$ cat src/rtl/key_conditioner.sv
// ---------------------------------------------------------------------------
// key_conditioner
//   Conditions the board push-buttons before the core uses them. Each key is
//   synchronised, debounced and turned into a clean active-high level. The
//   block also produces single-cycle pulses for an accepted press, an
//   accepted release, and a long press.
//
//   Parameters
//     NUM_KEYS          number of independent key channels
//     DEBOUNCE_CYCLES   consecutive stable cycles needed to accept a change
//                       (must be >= 2)
//     LONG_PRESS_CYCLES cycles spent pressed before key_hold fires
//                       (must be > DEBOUNCE_CYCLES)
//
//   Ports
//     clk          system clock
//     rst          synchronous, active-high reset
//     key_n        raw buttons, active-low, asynchronous to clk
//     key_level    debounced state, 1 = pressed
//     key_press    one-cycle pulse on an accepted press
//     key_release  one-cycle pulse on an accepted release
//     key_hold     one-cycle pulse once a press has lasted LONG_PRESS_CYCLES
// ---------------------------------------------------------------------------

// ---------------------------------------------------------------------------
// key_conditioner_ch
//   Single key channel: a two-flop synchroniser followed by the debounce and
//   long-press FSM. All outputs are registered.
//
//   Ports
//     i_clk, i_rst   clock and synchronous active-high reset
//     i_key_n        raw active-low button
//     o_key_level    debounced level, 1 = pressed
//     o_key_press    press pulse
//     o_key_release  release pulse
//     o_key_hold     long-press pulse (at most once per press)
// ---------------------------------------------------------------------------
module key_conditioner_ch #(
    parameter int DEBOUNCE_CYCLES   = 1000000,
    parameter int LONG_PRESS_CYCLES = 50000000
) (
    input  logic i_clk,
    input  logic i_rst,
    input  logic i_key_n,
    output logic o_key_level,
    output logic o_key_press,
    output logic o_key_release,
    output logic o_key_hold
);

    localparam int DEB_W  = $clog2(DEBOUNCE_CYCLES + 1);
    localparam int HOLD_W = $clog2(LONG_PRESS_CYCLES + 1);

    localparam logic [DEB_W-1:0]  DEB_MAX   = DEB_W'(DEBOUNCE_CYCLES);
    localparam logic [DEB_W-1:0]  DEB_ONE   = DEB_W'(1);
    localparam logic [HOLD_W-1:0] HOLD_MAX  = HOLD_W'(LONG_PRESS_CYCLES);
    localparam logic [HOLD_W-1:0] HOLD_LAST = HOLD_W'(LONG_PRESS_CYCLES - 1);
    localparam logic [HOLD_W-1:0] HOLD_ONE  = HOLD_W'(1);

    typedef enum logic [1:0] {
        ST_RELEASED     = 2'd0,
        ST_PRESS_PEND   = 2'd1,
        ST_PRESSED      = 2'd2,
        ST_RELEASE_PEND = 2'd3
    } state_t;

    state_t            r_state;
    logic              r_sync1;
    logic              r_sync2;
    logic [DEB_W-1:0]  r_deb_cnt;
    logic [HOLD_W-1:0] r_hold_cnt;
    logic              r_level;
    logic              r_press;
    logic              r_release;
    logic              r_hold;

    // The hold counter stops at HOLD_MAX. Because it does not wrap, key_hold
    // can fire at most once per press; the counter is cleared only on entry
    // to PRESSED from PRESS_PEND.
    logic              w_hold_run;
    logic              w_hold_fire;

    assign w_hold_run  = (r_hold_cnt != HOLD_MAX);
    assign w_hold_fire = (r_hold_cnt == HOLD_LAST);

    always_ff @(posedge i_clk) begin
        if (i_rst) begin
            // The synchroniser resets to "released". A key that is still
            // held when reset ends is therefore seen as a fresh press.
            r_sync1    <= 1'b1;
            r_sync2    <= 1'b1;
            r_state    <= ST_RELEASED;
            r_deb_cnt  <= '0;
            r_hold_cnt <= '0;
            r_level    <= 1'b0;
            r_press    <= 1'b0;
            r_release  <= 1'b0;
            r_hold     <= 1'b0;
        end else begin
            r_sync1   <= i_key_n;
            r_sync2   <= r_sync1;
            r_press   <= 1'b0;
            r_release <= 1'b0;
            r_hold    <= 1'b0;

            case (r_state)
                ST_RELEASED: begin
                    if (!r_sync2) begin
                        r_state   <= ST_PRESS_PEND;
                        r_deb_cnt <= DEB_ONE;
                    end else begin
                        r_deb_cnt <= '0;
                    end
                end

                ST_PRESS_PEND: begin
                    if (r_sync2) begin
                        // Bounce: drop back without any pulse.
                        r_state   <= ST_RELEASED;
                        r_deb_cnt <= '0;
                    end else if (r_deb_cnt == DEB_MAX) begin
                        r_state    <= ST_PRESSED;
                        r_deb_cnt  <= '0;
                        r_hold_cnt <= '0;
                        r_level    <= 1'b1;
                        r_press    <= 1'b1;
                    end else begin
                        r_deb_cnt <= r_deb_cnt + DEB_ONE;
                    end
                end

                ST_PRESSED: begin
                    if (w_hold_run) begin
                        r_hold_cnt <= r_hold_cnt + HOLD_ONE;
                        r_hold     <= w_hold_fire;
                    end
                    if (r_sync2) begin
                        r_state   <= ST_RELEASE_PEND;
                        r_deb_cnt <= DEB_ONE;
                    end
                end

                ST_RELEASE_PEND: begin
                    if (!r_sync2) begin
                        // Release bounce: return to PRESSED, keep the level
                        // and the hold count so the long press still fires.
                        r_state   <= ST_PRESSED;
                        r_deb_cnt <= '0;
                        if (w_hold_run) begin
                            r_hold_cnt <= r_hold_cnt + HOLD_ONE;
                            r_hold     <= w_hold_fire;
                        end
                    end else if (r_deb_cnt == DEB_MAX) begin
                        // The hold counter is frozen on this cycle. That
                        // keeps key_hold from landing in the same cycle as
                        // key_release.
                        r_state   <= ST_RELEASED;
                        r_deb_cnt <= '0;
                        r_level   <= 1'b0;
                        r_release <= 1'b1;
                    end else begin
                        r_deb_cnt <= r_deb_cnt + DEB_ONE;
                        if (w_hold_run) begin
                            r_hold_cnt <= r_hold_cnt + HOLD_ONE;
                            r_hold     <= w_hold_fire;
                        end
                    end
                end

                default: begin
                    r_state   <= ST_RELEASED;
                    r_deb_cnt <= '0;
                end
            endcase
        end
    end

    assign o_key_level   = r_level;
    assign o_key_press   = r_press;
    assign o_key_release = r_release;
    assign o_key_hold    = r_hold;

endmodule

module key_conditioner #(
    parameter int NUM_KEYS          = 4,
    parameter int DEBOUNCE_CYCLES   = 1000000,
    parameter int LONG_PRESS_CYCLES = 50000000
) (
    input  logic                clk,
    input  logic                rst,
    input  logic [NUM_KEYS-1:0] key_n,
    output logic [NUM_KEYS-1:0] key_level,
    output logic [NUM_KEYS-1:0] key_press,
    output logic [NUM_KEYS-1:0] key_release,
    output logic [NUM_KEYS-1:0] key_hold
);

    // Channels share nothing except clock and reset.
    for (genvar g = 0; g < NUM_KEYS; g++) begin : g_ch
        key_conditioner_ch #(
            .DEBOUNCE_CYCLES   (DEBOUNCE_CYCLES),
            .LONG_PRESS_CYCLES (LONG_PRESS_CYCLES)
        ) u_ch (
            .i_clk         (clk),
            .i_rst         (rst),
            .i_key_n       (key_n[g]),
            .o_key_level   (key_level[g]),
            .o_key_press   (key_press[g]),
            .o_key_release (key_release[g]),
            .o_key_hold    (key_hold[g])
        );
    end

endmodule

$ cat config.mk
export PLATFORM = sky130hd
export DESIGN_NAME = key_conditioner
export DESIGN_NICKNAME = d
export VERILOG_FILES = /design/src/rtl/key_conditioner.sv
export SDC_FILE = /design/constraint.sdc
export NUM_CORES = 1
export LEC_CHECK = 0
export CAP_MARGIN = 30
export CORE_ASPECT_RATIO = 0.5
export CORE_MARGIN = 2
export CORE_UTILIZATION = 30
export DETAILED_ROUTE_END_ITERATION = 7
export GPL_TIMING_DRIVEN = 0
export PLACE_DENSITY_LB_ADDON = 0.08
export SKIP_LAST_GASP = 1
export SLEW_MARGIN = 20
export SYNTH_ARGS = -nofsm -noshare
export SYNTH_HDL_FRONTEND = slang
export SYNTH_HIERARCHICAL = 1
export SYNTH_SLANG_ARGS = --single-unit
$ cat constraint.sdc
create_clock -name clk -period 3.4 [get_ports clk]
set_input_delay 0.51 -clock clk [delete_from_list [all_inputs] [get_ports clk]]
set_output_delay 0.51 -clock clk [all_outputs]
set_load 0.01 [all_outputs]
==> insert_results.sql <==
INSERT INTO impl_metrics (metric_group, metric, value, unit) VALUES
('status', 'result_of_the_run', 'completed', ''),
('sta', 'min_period_over_period', '0.916', ''),
('synth', 'synth_nets', '1361', ''),
('sta', 'worstMarginPinSlew', '906', 'ps'),
('setup_path', 'critPathArrivalTime', '3500', 'ps'),
('cts', 'cts_tree', 'done', ''),
('placed_design', 'finalWeightedCongestion', '0.789', ''),
('die', 'initial_standard_cell_utilization_of_the_core', '0.303', ''),
('synth', 'async_set_or_reset_flop_fraction_in_the_synthesized_netlist', '0', ''),
('detailed_routing', 'drt_via_density', '5.17', ''),
('cts', 'cts_num_sinks', '216', ''),
('layout', 'layout.nets', '1413', ''),
('detailed_routing', 'detail_route.wirelength', '28600', 'µm'),
('detailed_routing', 'drt_iter0_markers', '494', ''),
('layout', 'final_cell_area', '0.0129', 'mm²'),
('cts', 'post_cts.repair.setup_buffers', '0', ''),
('placed_design', 'post_dp_cell_area', '0.0121', 'mm²'),
('synth', 'yosysTopAreaCell', 'sky130_fd_sc_hd__dfxtp_1', ''),
('grt', 'grt.total_usage', '0.144', ''),
('detailed_routing', 'total_via_count_in_the_routed_design', '9819', ''),
('power', 'seq_power_share', '0.493', ''),
('die', 'io-pin-count', '22', ''),
('synth', 'dominantRegCellSynth', 'sky130_fd_sc_hd__dfxtp_1', ''),
('setup_path', 'cp.required', '3790', 'ps'),
('die', 'floorplan.rows', '50', ''),
('synth', 'synth_area_per_cell', '8.42', 'µm²'),
('setup_path', 'start_kind', 'register', ''),
('die', 'dieWidth', '278', 'µm'),
('synth', 'mappedNetlistArea', '0.0113', 'mm²'),
('power', 'clock_power_share', '0.485', ''),
('grt', 'first_global_vias', '9248', ''),
('power', 'p_sw_frac', '0.222', ''),
('power', 'internal', '4.02', 'mW'),
('power', 'p_switching', '1.15', 'mW'),
('synth', 'synth-edff-count', '0', ''),
('synth', 'distinct_cell_type_count_after_synthesis', '61', ''),
('power', 'ir_worst_vdd', '347', 'µV'),
('setup_path', 'cp-end-kind', 'register', ''),
('sta', 'finalHoldViolations', '0', ''),
('placed_design', 'detailedPlacementHpwl', '19700', 'µm'),
('synth', 'yosysMostFrequentCell', 'sky130_fd_sc_hd__dfxtp_1', ''),
('synth', 'post_synth_main_area_contributors', 'sky130_fd_sc_hd__dfxtp_1, sky130_fd_sc_hd__nand2_1, sky130_fd_sc_hd__nor2_1', ''),
('synth', 'postSynthRegisterBits', '216', ''),
('layout', 'layout-drive-gt1-share', '0.0739', ''),
('detailed_routing', 'antenna_violating_nets_post_route', '0', ''),
('die', 'die_span_y', '141', 'µm'),
('synth', 'top_area_cell_type_share_of_the_netlist_area', '0.383', ''),
('synth', 'synth_cells', '1339', ''),
('die', 'core', '0.0372', 'mm²'),
('detailed_routing', 'drt-pass1-iter-count', '5', ''),
('setup_path', 'setup.worst_path.class', 'register to register', ''),
('worst_hold_path', 'hold_path.class', 'register to register', ''),
('grt', 'grt_start_max_net_pins', '17', ''),
('sta', 'drv_slew', '0', ''),
('placed_design', 'dpl_worst_slack', '-271', 'ps'),
('grt', 'grt_antenna_before_repair', '0', ''),
('power', 'power_density_relative_to_cell_area', '401', 'mW/mm²'),
('flow_run', 'max_cap_viol_count', '0', ''),
('detailed_routing', 'drc_errors', '0', ''),
('cts', 'hold_buffers', '0', ''),
('setup_path', 'critical_path.max_fanout', '10', ''),
('placed_design', 'place.port_buffers', '21', ''),
('cts', 'latest_clock_arrival_within_the_worst_skew_pair', '530', 'ps'),
('cts', 'cts-buffers-inserted', '23', ''),
('sta', 'setup_tns', '0', 'ps'),
('sta', 'setup_ws', '286', 'ps'),
('cts', 'clkTransAtPathRegs', '60', 'ps'),
('synth', 'synth_top_cells_by_count', 'sky130_fd_sc_hd__dfxtp_1, sky130_fd_sc_hd__nand2_1, sky130_fd_sc_hd__nor2_1, sky130_fd_sc_hd__nand3_1, sky130_fd_sc_hd__nand4_1', ''),
('sta', 'setup_viol', '0', ''),
('sta', 'rsz0062_at_grt', 'no', ''),
('sta', 'slew_headroom', '0.393', '');
## power groups by stage
stage / clock (mW) / sequential (mW) / combinational, mW
floorplan: 0 / 2.60 / 0.0641
global placement: 0 / 2.61 / 0.110
detailed placement: 0 / 2.61 / 0.111
CTS: 2.62 / 2.55 / 0.112
global route: 2.72 / 2.55 / 0.122
finish: 2.51 / 2.55 / 0.109
## cells by family after synthesis
kind of cell               count (synthesis)  share of synthesized area
and+or+nand+nor                          703                      0.347
DFF                                      216                      0.383
AOI/OAI and AO/OA                        187                      0.122
buffers and inverters                    108                     0.0405
xor gates and xnor gates                  75                     0.0582
muxes                                     34                     0.0302
adders and majority gates                 16                     0.0177
## cells in the final DEF, fill, tap and decap left out, drive strengths merged, types with 13 or more instances in the layout
master | netlist | layout
or4 | 33 | 33
dfxtp | 216 | 216
nand2b | 32 | 32
nor2 | 116 | 116
nor3 | 36 | 36
nor4 | 66 | 66
nor3b | 19 | 19
buf | 25 | 30
ha | 16 | 16
o21a | 18 | 18
xnor2 | 47 | 47
mux2i | 34 | 34
clkdlybuf4s50 | 0 | 21
and3 | 34 | 34
clkbuf | 34 | 70
inv | 49 | 50
a21oi | 41 | 41
o31a | 23 | 23
nand2 | 141 | 141
or2 | 13 | 13
a21boi | 24 | 24
xor2 | 28 | 28
o21ai | 17 | 17
nand3 | 82 | 82
and4 | 13 | 13
nand4 | 58 | 58
o31ai | 27 | 27
## routing by layer
metal	share of wire	up-vias	track usage
met5	0	-	0
met4	0.016	0	0.0299
met3	0.033	32	0.0244
met2	0.45	124	0.239
met1	0.50	4658	0.198
li1	-	5005	-
## critical path: stages (launching register included)
cell and delay [ps]:
sky130_fd_sc_hd__dfxtp_1 370, sky130_fd_sc_hd__or4b_4 550, sky130_fd_sc_hd__nor4_4 630, sky130_fd_sc_hd__a31oi_1 490
sky130_fd_sc_hd__clkbuf_1 380, sky130_fd_sc_hd__clkbuf_1 350, sky130_fd_sc_hd__nand2_1 140, sky130_fd_sc_hd__mux2i_1 70
## path summary, 6_finish.rpt
check             slack, ps                  startpoint  cells past startpoint                         end
hold reg to reg         410        g_ch[1].u_ch/r_sync1                      1        g_ch[1].u_ch/r_sync2
setup reg to reg        290  g_ch[1].u_ch/r_deb_cnt[13]                      7  g_ch[1].u_ch/r_hold_cnt[9]
hold / removal          410        g_ch[1].u_ch/r_sync1                      1        g_ch[1].u_ch/r_sync2
setup / recovery        290  g_ch[1].u_ch/r_deb_cnt[13]                      7  g_ch[1].u_ch/r_hold_cnt[9]
## cell type report
class	count	area, µm²
Timing Repair Buffer	28	250
Buffer	58	269
Clock buffer	35	671
Multi-Input combinational cell	1015	6500
Sequential cell	216	4320
Clock inverter	6	61.3
Fill cell	3838	24300
Tap cell	494	618
Inverter	49	184
## flip-flops by register name (all words and copies together), names as in the netlist, named ones only
| signal | count |
|---|---|
| g_ch.u_ch/r_hold_cnt | 104 |
| g_ch.u_ch/o_key_hold | 4 |
| g_ch.u_ch/r_deb_cnt | 80 |
| g_ch.u_ch/o_key_press | 4 |
| g_ch.u_ch/r_state | 4 |
| g_ch.u_ch/r_sync1 | 4 |
| g_ch.u_ch/o_key_level | 4 |
| g_ch.u_ch/o_key_release | 4 |
| g_ch.u_ch/r_sync2 | 4 |
## per-stage QoR
| stage | utilization | total power, mW | hold WS, ps | std cells |
|---|---|---|---|---|
| after global routing | 0.346 | 5.39 | 424 | 1901 |
| after floorplan | - | 2.67 | 389 | 1339 |
| final | 0.346 | 5.16 | 408 | 1901 |
| after global placement | 0.325 | 2.71 | 392 | 1854 |
| after detailed placement | 0.326 | 2.72 | 395 | 1859 |
| after CTS | 0.346 | 5.28 | 410 | 1900 |
Note: power is estimated with default switching activity, not from simulation.
